File: config.mk
export PLATFORM = sky130hd
export DESIGN_NAME = and_gate_8b
export DESIGN_NICKNAME = d
export VERILOG_FILES = /design/src/rtl/and_gate_8b.sv
export SDC_FILE = /design/constraint.sdc
export NUM_CORES = 1
export LEC_CHECK = 0
export CORE_UTILIZATION = 35
export CTS_BUF_LIST = sky130_fd_sc_hd__clkbuf_8
export DETAILED_ROUTE_END_ITERATION = 8
export GPL_ROUTABILITY_DRIVEN = 1
export PLACE_DENSITY = 0.78
export RECOVER_POWER = 100
export SLEW_MARGIN = 20
export SYNTH_ARGS = -nofsm -noshare
export SYNTH_HDL_FRONTEND = slang
export SYNTH_SLANG_ARGS = --single-unit
File: constraint.sdc
create_clock -name clk -period 2.37 [get_ports clk]
set_clock_uncertainty 0.15 [all_clocks]
set_input_delay 0.474 -clock clk [delete_from_list [all_inputs] [get_ports clk]]
set_output_delay 0.474 -clock clk [all_outputs]
set_load 0.02 [all_outputs]
File: src/rtl/and_gate_8b.sv
// -----------------------------------------------------------------------------
// and_gate_8b
//
// Registered WIDTH-bit bitwise AND unit for the 8-bit CPU gate library.
// Two operands are captured on a rising clk edge with in_valid high; the
// result A & B appears one cycle later together with zero / all-ones status
// flags used by the ALU for logic-instruction condition codes.
//
// Optional feature (compile-time macro AND_GATE_8B_POPCNT_EN):
//   When defined, a registered popcount of the result is also produced.
//   When undefined, the popcount port and its logic are absent.
//
// Ports:
//   clk        in   1                 system clock, rising-edge active
//   rst        in   1                 asynchronous reset, active-high
//   in_valid   in   1                 operands valid this cycle
//   input_a    in   WIDTH             operand A
//   input_b    in   WIDTH             operand B
//   output_z   out  WIDTH             registered A & B
//   out_valid  out  1                 result/flags updated by the last edge
//   zero_flag  out  1                 registered: result is all zeros
//   ones_flag  out  1                 registered: result is all ones
//   popcount   out  $clog2(WIDTH)+1   registered count of 1 bits
//                                     (only with AND_GATE_8B_POPCNT_EN)
//
// Handshake: single-cycle valid strobe, no backpressure. An operation is
// accepted on every rising edge where in_valid=1 (and rst=0). out_valid is
// high for exactly the cycle following each accepted operation; the consumer
// must sample then, since the next accepted operation overwrites the result.
// -----------------------------------------------------------------------------
module and_gate_8b #(
    parameter int WIDTH = 8
) (
    input  logic                     clk,
    input  logic                     rst,
    input  logic                     in_valid,
    input  logic [WIDTH-1:0]         input_a,
    input  logic [WIDTH-1:0]         input_b,
    output logic [WIDTH-1:0]         output_z,
    output logic                     out_valid,
    output logic                     zero_flag,
`ifdef AND_GATE_8B_POPCNT_EN
    output logic                     ones_flag,
    output logic [$clog2(WIDTH):0]   popcount
`else
    output logic                     ones_flag
`endif
);

    localparam int CW = $clog2(WIDTH) + 1;

    // Combinational next-value datapath
    logic [WIDTH-1:0] w_result;
    logic             w_zero;
    logic             w_ones;

    always_comb begin
        w_result = input_a & input_b;
        w_zero   = ~|w_result;
        w_ones   = &w_result;
    end

    // Output registers
    logic [WIDTH-1:0] r_z;
    logic             r_valid;
    logic             r_zero;
    logic             r_ones;

    // Registers only load when in_valid is high, so X/Z on the operands
    // while idle never reaches the outputs.
    always_ff @(posedge clk or posedge rst) begin
        if (rst) begin
            r_z     <= '0;
            r_valid <= 1'b0;
            r_zero  <= 1'b1;   // reset result is zero, flag agrees with it
            r_ones  <= 1'b0;
        end else begin
            r_valid <= in_valid;
            if (in_valid) begin
                r_z    <= w_result;
                r_zero <= w_zero;
                r_ones <= w_ones;
            end
        end
    end

    assign output_z  = r_z;
    assign out_valid = r_valid;
    assign zero_flag = r_zero;
    assign ones_flag = r_ones;

`ifdef AND_GATE_8B_POPCNT_EN
    function automatic logic [CW-1:0] count_ones(input logic [WIDTH-1:0] v);
        logic [CW-1:0] c;
        c = '0;
        for (int i = 0; i < WIDTH; i++) begin
            c = c + {{(CW-1){1'b0}}, v[i]};
        end
        return c;
    endfunction

    logic [CW-1:0] w_popcount;
    logic [CW-1:0] r_popcount;

    always_comb begin
        w_popcount = count_ones(w_result);
    end

    always_ff @(posedge clk or posedge rst) begin
        if (rst) begin
            r_popcount <= '0;
        end else if (in_valid) begin
            r_popcount <= w_popcount;
        end
    end

    assign popcount = r_popcount;
`endif

endmodule

==> flow_metrics.env <==
export IMPL_status="finished clean"
export IMPL_drive_gt1_frac=0.0769
export IMPL_syn_cell_area_um2=458
export IMPL_cpMaxStageDelayCell="dlygate4sd3_1"
export IMPL_min_from="output_z[7]$_DFFE_PP0P_"
export IMPL_ios=30
export IMPL_routed_top_layer="met4"
export IMPL_post_route_period_util=0.861
export IMPL_clk_latency_ns=0.23
export IMPL_grt_pass1_vias=392
export IMPL_grt_max_degree=19
export IMPL_p_leak_nw=0.364
export IMPL_post_drt_wl_per_cell_um=12.0
export IMPL_cts_root_buf="clkbuf_8"
export IMPL_cp_end_kind="primary output"
export IMPL_synth_top_area_frac=0.546
export IMPL_antennaDiodeCount=0
export IMPL_antenna_left=0
export IMPL_max_slew_margin=0.711
export IMPL_ys_ff_latch=11
export IMPL_r2r_start="ones_flag$_DFFE_PP0P_"
export IMPL_drt_iter0_drc=10
export IMPL_synth_top_area_cell="dfrtp_1"
export IMPL_worst_slack_ns=0.329
export IMPL_tightest_slew_ns=0.433
export IMPL_power_uw=474
export IMPL_grt_overflow_total=0
export IMPL_grtUsageTotal=0.183
export IMPL_crit_required_ns=1.75
export IMPL_yosys_cell_types_count=13
export IMPL_viasPerCell=4.78
export IMPL_critPathBufInv=1
export IMPL_wl_um=1100
export IMPL_grt_pass1_wl_um=1700
export IMPL_dr_pass1_iters=4
export IMPL_holdPathStages=2
export IMPL_grt_setup_unrepaired="false"
export IMPL_hold_buffers=0
export IMPL_period_minus_slack_ns=2.04
export IMPL_setup_viol=0
export IMPL_row_count=12
export IMPL_die_y_um=38.2
export IMPL_dp_hpwl_um=885
export IMPL_tns_ns=0
export IMPL_route_detailed_drc=0
export IMPL_area_growth_pct=74.0
export IMPL_yosysWarnings=0
export IMPL_post_cts_resize_count=0
export IMPL_slew_violations=0
export IMPL_crit_chain="dlygate4sd3_1"
export IMPL_cts_inserted_buffers=3
export IMPL_clkSinkCount=11
export IMPL_avgSynthCellArea_um2=9.96
export IMPL_wl_met1_um=465
export IMPL_start_util=0.396
export IMPL_path_class="reg -> out"
export IMPL_r2r_cells=2
export IMPL_min_path_type="reg -> reg"
export IMPL_cts_tree="done"
export IMPL_rr_endpoint="ones_flag$_DFFE_PP0P_"
export IMPL_clk_path_buf_depth=2
export IMPL_postCtsSetupRepairBufs=0
export IMPL_core_um2=1160
export IMPL_synth_commonest_cells="nand2_1 (16), dfrtp_1 (10), o21ai_0 (7)"
export IMPL_place_ws_ns=0.577
export IMPL_antenna_found_initial=0
export IMPL_critPathMaxStageDelay_ns=0.66
export IMPL_rrSetupSlack_ns=1.43
export IMPL_design_die_area_um2=1460
export IMPL_ys_seq_area_frac=0.604
export IMPL_die_w_um=38.2
export IMPL_synth_edf_count=0
export IMPL_cp_max_fo=2
export IMPL_vias=440
export IMPL_dr_wl_met3_um=60
export IMPL_wl_met2_um=549
export IMPL_hold_viol_final=0
export IMPL_gp_congestion=0.764
export IMPL_yosysMostFrequentCell="nand2_1"
export IMPL_synth_fp_nets=65
export IMPL_cts_clk_slew_worst_paths_ns=0.05
export IMPL_htreeDepth=1
export IMPL_crit_family="buffers and inverters"
export IMPL_cp_start_kind="flop"
export IMPL_port_buffers=29
export IMPL_cp_data_arrival_time_ns=1.42
export IMPL_final_nets=98
export IMPL_ys_flop_type="dfrtp_1"
export IMPL_syn_inst=46
export IMPL_p_per_area_nw_per_um2=595
export IMPL_netlist_top_cells_area="dfrtp_1 (55%), nand2_1 (13%), o21ai_0 (7.7%)"
export IMPL_hold_end="output_z[7]$_DFFE_PP0P_"
export IMPL_peakVddDrop_uv=441
export IMPL_drv_cap=0
export IMPL_async_flop_share=1.00
export IMPL_timing_fmax_ghz=0.490
==> cells in the final DEF, fill, tap and decap left out, drive strengths merged <==
cell type      instances
o31ai                  1
a31o                   1
nand4                  2
dfrtp                 10
dlygate4sd3           13
clkbuf                 3
o21ai                  8
nand2                 17
clkdlybuf4s50         16
dfstp                  1
nor2b                  1
nor4                   2
inv                    3
==> state kept, by name, summed over array words and instances (netlist names) <==
name,flops
zero_flag,1
ones_flag,1
output_z,8
out_valid,1
==> per-stage QoR <==
step,instances,hold slack [ns],instance area [um^2],util
after CTS,92,0.335,803,0.695
after global placement,88,0.317,758,0.656
final,92,0.327,797,0.689
after detailed placement,88,0.323,758,0.656
after global routing,92,0.342,797,0.689
after floorplan,46,0.176,458,-
==> worst max-delay path by stage <==
stage	cells past startpoint	start	endpoint
floorplan	0	zero_flag$_DFFE_PP1P_	zero_flag
global placement	3	in_valid	output_z[1]$_DFFE_PP0P_
detailed placement	3	in_valid	output_z[1]$_DFFE_PP0P_
CTS	1	zero_flag$_DFFE_PP1P_	zero_flag
global route	1	zero_flag$_DFFE_PP1P_	zero_flag
finish	1	zero_flag$_DFFE_PP1P_	zero_flag
==> cells by family after synthesis <==
| family | count (synthesis) | share of synthesized area |
|---|---|---|
| simple gates | 22 | 0.240 |
| flops | 11 | 0.604 |
| compound gates | 10 | 0.123 |
| buf+inv | 3 | 0.0328 |
==> cell type report <==
class,count,area [um^2]
Sequential cell,11,277
Clock buffer,3,41.3
Timing Repair Buffer,29,290
Fill cell,108,359
Clock inverter,1,3.75
Inverter,2,7.51
Tap cell,14,17.5
Multi-Input combinational cell,32,160
==> per-layer routing <==
| layer | vias up | global-route usage |
|---|---|---|
| met3 | 2 | 0.0698 |
| met1 | 201 | 0.209 |
| met2 | 15 | 0.275 |
| met5 | - | 0 |
| met4 | 0 | 0.134 |
| li1 | 222 | - |
==> report_power, final <==
group	internal, mW	leakage (nW)	total, mW	switching, mW
combinational	0.0482	0.197	0.0923	0.0440
sequential	0.202	0.140	0.207	0.00502
clock	0.113	0.0269	0.175	0.0620
No activity file was read; power rests on OpenSTA's default activity.
